`src/rtl/alu_seq_pkg.sv`:
```
// Shared definitions for the ALU execute-stage sequencer: ALU control codes,
// opcode/funct encodings, FSM state type and the decode record.
package alu_seq_pkg;

    localparam logic [3:0] ALU_AND = 4'b0000;
    localparam logic [3:0] ALU_OR  = 4'b0001;
    localparam logic [3:0] ALU_ADD = 4'b0010;
    localparam logic [3:0] ALU_SUB = 4'b0110;

    localparam logic [5:0] OP_RTYPE = 6'h00;
    localparam logic [5:0] OP_BEQ   = 6'h04;
    localparam logic [5:0] OP_ADDI  = 6'h08;
    localparam logic [5:0] OP_ANDI  = 6'h0C;
    localparam logic [5:0] OP_ORI   = 6'h0D;

    localparam logic [5:0] FN_ADD = 6'h20;
    localparam logic [5:0] FN_SUB = 6'h22;
    localparam logic [5:0] FN_AND = 6'h24;
    localparam logic [5:0] FN_OR  = 6'h25;

    typedef enum logic [1:0] {IDLE, ISSUE, WB} state_t;

    // Second ALU operand source and how the 16-bit immediate is widened.
    typedef enum logic {B_RT, B_IMM} bsel_t;
    typedef enum logic {EXT_ZERO, EXT_SIGN} ext_t;

    typedef struct packed {
        logic [3:0] alu_ctrl;
        bsel_t      b_sel;
        ext_t       ext;
        logic       we;
        logic       is_branch;
        logic       illegal;
    } dec_t;

endpackage

```
`src/rtl/alu_seq_decode.sv`:
```
// Combinational opcode/funct decoder for the ALU sequencer.
module alu_seq_decode
    import alu_seq_pkg::*;
(
    input  logic [5:0] opcode,
    input  logic [5:0] funct,
    output dec_t       dec
);

    // Map the instruction fields onto ALU op, operand-B source and writeback flags.
    always_comb begin
        dec = '{alu_ctrl: ALU_AND, b_sel: B_RT, ext: EXT_ZERO,
                we: 1'b0, is_branch: 1'b0, illegal: 1'b1};
        case (opcode)
            OP_RTYPE: begin
                case (funct)
                    FN_ADD: begin dec.alu_ctrl = ALU_ADD; dec.we = 1'b1; dec.illegal = 1'b0; end
                    FN_SUB: begin dec.alu_ctrl = ALU_SUB; dec.we = 1'b1; dec.illegal = 1'b0; end
                    FN_AND: begin dec.alu_ctrl = ALU_AND; dec.we = 1'b1; dec.illegal = 1'b0; end
                    FN_OR:  begin dec.alu_ctrl = ALU_OR;  dec.we = 1'b1; dec.illegal = 1'b0; end
                    default: ;
                endcase
            end
            OP_ADDI: begin
                dec.alu_ctrl = ALU_ADD;
                dec.b_sel    = B_IMM;
                dec.ext      = EXT_SIGN;
                dec.we       = 1'b1;
                dec.illegal  = 1'b0;
            end
            OP_ANDI: begin
                dec.alu_ctrl = ALU_AND;
                dec.b_sel    = B_IMM;
                dec.we       = 1'b1;
                dec.illegal  = 1'b0;
            end
            OP_ORI: begin
                dec.alu_ctrl = ALU_OR;
                dec.b_sel    = B_IMM;
                dec.we       = 1'b1;
                dec.illegal  = 1'b0;
            end
            OP_BEQ: begin
                dec.alu_ctrl  = ALU_SUB;
                dec.is_branch = 1'b1;
                dec.illegal   = 1'b0;
            end
            default: ;
        endcase
    end

endmodule

```
`src/rtl/alu_sequencer.sv`:
```
// Multicycle execute-stage controller: accepts one decoded instruction, drives
// registered ALU operands/control, waits ALU_LATENCY cycles, captures the result
// and presents a writeback record. Optional macro ALU_SEQ_LOCAL_ZERO_EN derives
// the zero flag from ALU_result instead of the zero input.
module alu_sequencer
    import alu_seq_pkg::*;
#(
    parameter int DATA_W      = 32,
    parameter int ALU_LATENCY = 0
) (
    input  logic              clk,
    input  logic              reset,
    input  logic              in_valid,
    output logic              in_ready,
    input  logic [5:0]        in_opcode,
    input  logic [5:0]        in_funct,
    input  logic [DATA_W-1:0] in_rs_data,
    input  logic [DATA_W-1:0] in_rt_data,
    input  logic [15:0]       in_imm,
    input  logic [4:0]        in_dest,
    output logic [DATA_W-1:0] read_data1,
    output logic [DATA_W-1:0] Mux,
    output logic [3:0]        ALU_control,
    input  logic [DATA_W-1:0] ALU_result,
    input  logic              zero,
    output logic              wb_valid,
    input  logic              wb_ready,
    output logic [DATA_W-1:0] wb_data,
    output logic [4:0]        wb_dest,
    output logic              wb_we,
    output logic              wb_branch_taken,
    output logic              wb_illegal
);

    localparam int CNT_W = (ALU_LATENCY > 0) ? $clog2(ALU_LATENCY + 1) : 1;
    localparam logic [CNT_W-1:0] CNT_LOAD = CNT_W'(ALU_LATENCY);

    state_t           state;
    logic [CNT_W-1:0] cnt;
    logic             we_q;
    logic             branch_q;
    dec_t             dec;
    logic             zero_eff;

    function automatic logic [DATA_W-1:0] extend_imm(input logic [15:0] imm, input ext_t ext);
        logic signed [DATA_W-1:0] sext;
        sext = DATA_W'(signed'(imm));
        return (ext == EXT_SIGN) ? DATA_W'(sext) : DATA_W'(imm);
    endfunction

    alu_seq_decode u_decode (
        .opcode (in_opcode),
        .funct  (in_funct),
        .dec    (dec)
    );

`ifdef ALU_SEQ_LOCAL_ZERO_EN
    assign zero_eff = (ALU_result == '0);
`else
    assign zero_eff = zero;
`endif

    // Control FSM with registered ALU-side and writeback-side outputs.
    always_ff @(posedge clk) begin
        if (reset) begin
            state           <= IDLE;
            cnt             <= '0;
            in_ready        <= 1'b1;
            read_data1      <= '0;
            Mux             <= '0;
            ALU_control     <= ALU_AND;
            wb_valid        <= 1'b0;
            wb_data         <= '0;
            wb_dest         <= '0;
            wb_we           <= 1'b0;
            wb_branch_taken <= 1'b0;
            wb_illegal      <= 1'b0;
            we_q            <= 1'b0;
            branch_q        <= 1'b0;
        end else begin
            case (state)
                IDLE: begin
                    if (in_valid) begin
                        in_ready <= 1'b0;
                        wb_dest  <= in_dest;
                        if (dec.illegal) begin
                            // Skip the ALU entirely; its outputs keep the last issue.
                            wb_valid        <= 1'b1;
                            wb_data         <= '0;
                            wb_we           <= 1'b0;
                            wb_branch_taken <= 1'b0;
                            wb_illegal      <= 1'b1;
                            state           <= WB;
                        end else begin
                            read_data1  <= in_rs_data;
                            Mux         <= (dec.b_sel == B_IMM) ? extend_imm(in_imm, dec.ext)
                                                                : in_rt_data;
                            ALU_control <= dec.alu_ctrl;
                            we_q        <= dec.we;
                            branch_q    <= dec.is_branch;
                            cnt         <= CNT_LOAD;
                            state       <= ISSUE;
                        end
                    end
                end
                ISSUE: begin
                    if (cnt == '0) begin
                        wb_valid        <= 1'b1;
                        wb_data         <= ALU_result;
                        wb_we           <= we_q;
                        wb_branch_taken <= branch_q & zero_eff;
                        wb_illegal      <= 1'b0;
                        state           <= WB;
                    end else begin
                        cnt <= cnt - 1'b1;
                    end
                end
                WB: begin
                    if (wb_ready) begin
                        wb_valid <= 1'b0;
                        in_ready <= 1'b1;
                        state    <= IDLE;
                    end
                end
                default: state <= IDLE;
            endcase
        end
    end

endmodule

```
`config.mk`:
```
export PLATFORM = sky130hd
export DESIGN_NAME = alu_sequencer
export DESIGN_NICKNAME = d
export VERILOG_FILES = /design/src/rtl/alu_seq_pkg.sv /design/src/rtl/alu_seq_decode.sv /design/src/rtl/alu_sequencer.sv
export SDC_FILE = /design/constraint.sdc
export NUM_CORES = 1
export LEC_CHECK = 0
export ABC_AREA = 1
export BUFFER_PORTS_ARGS = -buffer_cell sky130_fd_sc_hd__buf_2
export CAP_MARGIN = 30
export CORE_UTILIZATION = 45
export DETAILED_ROUTE_END_ITERATION = 8
export PLACE_DENSITY = 0.84
export RECOVER_POWER = 25
export SETUP_SLACK_MARGIN = 0.02
export SLEW_MARGIN = 20
export SYNTH_ARGS = -nofsm -noshare
export SYNTH_HDL_FRONTEND = slang
export SYNTH_SLANG_ARGS = --single-unit
```
`constraint.sdc`:
```
create_clock -name clk -period 3.4 [get_ports clk]
set_input_delay 0.68 -clock clk [delete_from_list [all_inputs] [get_ports clk]]
set_output_delay 0.68 -clock clk [all_outputs]
set_load 0.01 [all_outputs]
```
==> flow_summary_export.csv <==
group,metric,value,unit
status,status,"complete, no violations",
floorplan,placeableCoreArea,10400,µm²
sta,fmax,0.458,GHz
setup_path,worst_setup_path_end_kind,"flip-flop",
sta,fin_setup_tns,0,ns
setup_path,startpoint_type,"flip-flop",
floorplan,fp.dieH,106,µm
route,ant_nets,0,
clock_network,cts_hold_buffers,0,
setup_path,rrSetupSlack,1.22,ns
placement,port_buffers,242,
clock_network,cts_max_path_buffers,2,
floorplan,die_width,106,µm
synthesis,yosys_synthesis_warning_count,0,
placement,placedCellCount,1052,
route,detailed_routing_iteration_count_for_the_pre_antenna_repair_pass,4,
layout,layout-drive-gt1-share,25.6,%
setup_path,regToRegEndpoint,"wb_data[12]",
hold_path,hp-class,"in2reg",
clock_network,h_tree_depth,4,
synthesis,synthesis.area_per_instance,6.87,µm²
sta,fin_skew,0.00825,ns
clock_network,post_cts_setup_buffers,0,
route,drt_iter0_markers,332,
run,number_of_max_cap_violations,0,
global_routing,grt_start_max_net_pins,70,
layout,design.final.nets,1072,
placement,place.detailed.hpwl,9480,µm
sta,timing_worst_slew_pin_value,0.710,ns
setup_path,worstPathRequired,3.83,ns
power_and_ir_drop,leakage,3.17,nW
route,viasPerCell,4.88,
hold_path,hold_path_end,"read_data1[12]",
synthesis,post_synthesis_cell_type_with_the_largest_combined_area,"sky130_fd_sc_hd__dfxtp_1",
route,routed_wire_length_per_instance,12.9,µm
synthesis,synth_top_area_share,46.2,%
synthesis,synthesis.instances,712,
sta,final_max_slew_viol_count,0,
sta,report.final.setup_viol,0,
route,vias,5282,
clock_network,post_cts_resized,0,
sta,timing.max_slew.rel_slack,52.7,%
sta,fin_crit,2.18,ns
layout,syn2layout_area_growth,35.0,%
floorplan,initial_util,47.0,%
hold_path,timing.hold.worst.start,"in_rs_data[12]",
clock_network,number_of_cts_inserted_buffers,17,
floorplan,rows,37,
hold_path,whs_path_depth,3,
power_and_ir_drop,power_per_cell_area,595,nW/µm²
setup_path,setup_cp_type,"reg2reg",
sta,post-route-period-util,64.2,%
clock_network,cts_tree,"done",
global_routing,grt_overflow,0,
clock_network,cts_root_buf,"sky130_fd_sc_hd__clkbuf_8",
clock_network,clk_pin_slew,0.05,ns
synthesis,yosys_register_bits,113,
setup_path,worstPathMaxFanout,36,
route,finalWirelength,14000,µm
sta,grt_setup_unrepaired,"false",
global_routing,antenna_violations_before_repair,0,
synthesis,post_synth_main_area_contributors,"sky130_fd_sc_hd__dfxtp_1 46%, sky130_fd_sc_hd__nand2_1 23%, sky130_fd_sc_hd__a21oi_1 7.4%, sky130_fd_sc_hd__nand3b_1 5.1%, sky130_fd_sc_hd__nor2_1 4.3%",
layout,final_cells,1083,
global_routing,all_layer_gr_usage,25.0,%
synthesis,synth.net_count,849,
layout,number_of_antenna_diodes,0,
floorplan,pin_count,244,
global_routing,via_count_of_the_first_global_routing_pass,4946,
sta,finalHoldViolations,0,
floorplan,floorplan.die_area,11300,µm²
setup_path,number_of_cells_traversed_by_the_worst_register_to_register_path,9,
placement,place_congestion,0.835,
setup_path,regToRegStartpoint,"state[1]",
synthesis,synth.yosys.seq_area_share,46.2,%
clock_network,cts_sinks,113,
clock_network,clk-insertion-delay-late,0.49,ns
global_routing,grt_first_pass_wirelength,22700,µm
power_and_ir_drop,ir_worst_vdd,342,µV
synthesis,synth.distinct_cells,23,
route,drcViolationCount,0,
synthesis,synth_area,4890,µm²
setup_path,worst-endpoint-arrival,2.61,ns
## layout make-up
class,count,area [µm²]
inverter,22,82.6
clock buffer,20,435
fill,1031,3810
multi-input combinational,529,2340
sequential,113,2260
tap,136,170
clock inverter,11,91.3
timing repair buffer,252,1230
## critical path, cell delays in order, from the launching register on
cell	delay (ns)
sky130_fd_sc_hd__dfxtp_1	0.36
sky130_fd_sc_hd__inv_1	0.08
sky130_fd_sc_hd__ha_1	0.18
sky130_fd_sc_hd__buf_4	0.24
sky130_fd_sc_hd__nand2_1	0.11
sky130_fd_sc_hd__buf_4	0.33
sky130_fd_sc_hd__nand2_2	0.46
sky130_fd_sc_hd__nand2_1	0.19
sky130_fd_sc_hd__nand2_1	0.07
sky130_fd_sc_hd__nor2_1	0.08
## routing by layer
layer,vias to the layer above,track usage [%],wire (µm)
met2,218,42.7,6750
met4,0,8.53,267
met3,24,8.28,1150
li1,2700,-,-
met5,-,0,0
met1,2340,29.3,5850
## stage by stage
step / power (mW) / utilization [%] / setup WS [ns] / cell area, µm² / hold WS [ns]
final: 3.93 / 63.5 / 1.22 / 6610 / 0.432
after floorplan: 2.09 / - / 1.46 / 4890 / 0.446
after global placement: 2.37 / 59.0 / 0.929 / 6140 / 0.449
after global routing: 4.16 / 63.5 / 0.964 / 6610 / 0.403
after detailed placement: 2.39 / 59.0 / 0.867 / 6140 / 0.452
after CTS: 3.98 / 64.0 / 1.21 / 6670 / 0.398
## how the worst max path moves through the flow
stage	end	start	cells past startpoint	slack, ns
finish	wb_data[12]	state[1]	9	1.22
global route	wb_we	state[1]	9	0.96
CTS	wb_data[12]	state[1]	9	1.21
detailed placement	Mux[9]	in_opcode[5]	11	0.87
global placement	Mux[9]	in_opcode[5]	11	0.93
floorplan	read_data1[15]	in_opcode[5]	9	1.46
## logic make-up (layout without fill, tap and decap cells)
logic type,count (synthesis),count (layout),synth area share (%)
other,1,1,0.0766
DFF,113,113,46.2
buffers and inverters,70,305,6.03
AOI/OAI and AO/OA,84,84,8.69
adders and majority gates,3,3,0.767
and+or+nand+nor,441,441,38.2
## sequential cells by signal (all words and copies together), names as in the netlist
signal and cells:
Mux 32, read_data1 32, wb_data 32, wb_dest 5, ALU_control 3, state 2, branch_q 1, in_ready 1
wb_branch_taken 1, wb_illegal 1, wb_valid 1, wb_we 1, we_q 1
## cells in the mapped netlist
library cell,n
sky130_fd_sc_hd__o22ai_1,1
sky130_fd_sc_hd__nand4_1,4
sky130_fd_sc_hd__buf_2,14
sky130_fd_sc_hd__buf_6,1
sky130_fd_sc_hd__a21oi_1,72
sky130_fd_sc_hd__nor3_1,1
sky130_fd_sc_hd__nor2_4,1
sky130_fd_sc_hd__dfxtp_1,113
sky130_fd_sc_hd__nand3_1,40
sky130_fd_sc_hd__nor2_1,56
sky130_fd_sc_hd__nand3b_1,33
sky130_fd_sc_hd__ha_1,3
sky130_fd_sc_hd__inv_1,22
sky130_fd_sc_hd__or2_2,1
sky130_fd_sc_hd__nand2_2,3
sky130_fd_sc_hd__o21ai_0,9
sky130_fd_sc_hd__conb_1,1
sky130_fd_sc_hd__o211ai_1,1
sky130_fd_sc_hd__clkbuf_1,31
sky130_fd_sc_hd__buf_4,2
sky130_fd_sc_hd__a31oi_1,1
sky130_fd_sc_hd__nand2_1,300
sky130_fd_sc_hd__nand3_2,2
## report_power, final
group	total (mW)	switching, mW	internal, mW
registers	1.52	0.0643	1.46
clock network	1.58	0.601	0.974
logic	0.833	0.497	0.336
total	3.93	1.16	2.77
## cells in the final DEF, fill, tap and decap left out, drive strengths merged
cell	synthesis	layout
inv	22	22
nand4	4	4
nor3	1	1
nand3	42	42
o211ai	1	1
conb	1	1
ha	3	3
clkbuf	31	66
dfxtp	113	113
a31oi	1	1
o21ai	9	9
o22ai	1	1
or2	1	1
bufinv	0	1
nor2	57	57
nand2	303	303
buf	17	206
nand3b	33	33
a21oi	72	72
clkinvlp	0	3
clkinv	0	7
Power figures use the tool's default switching activity.
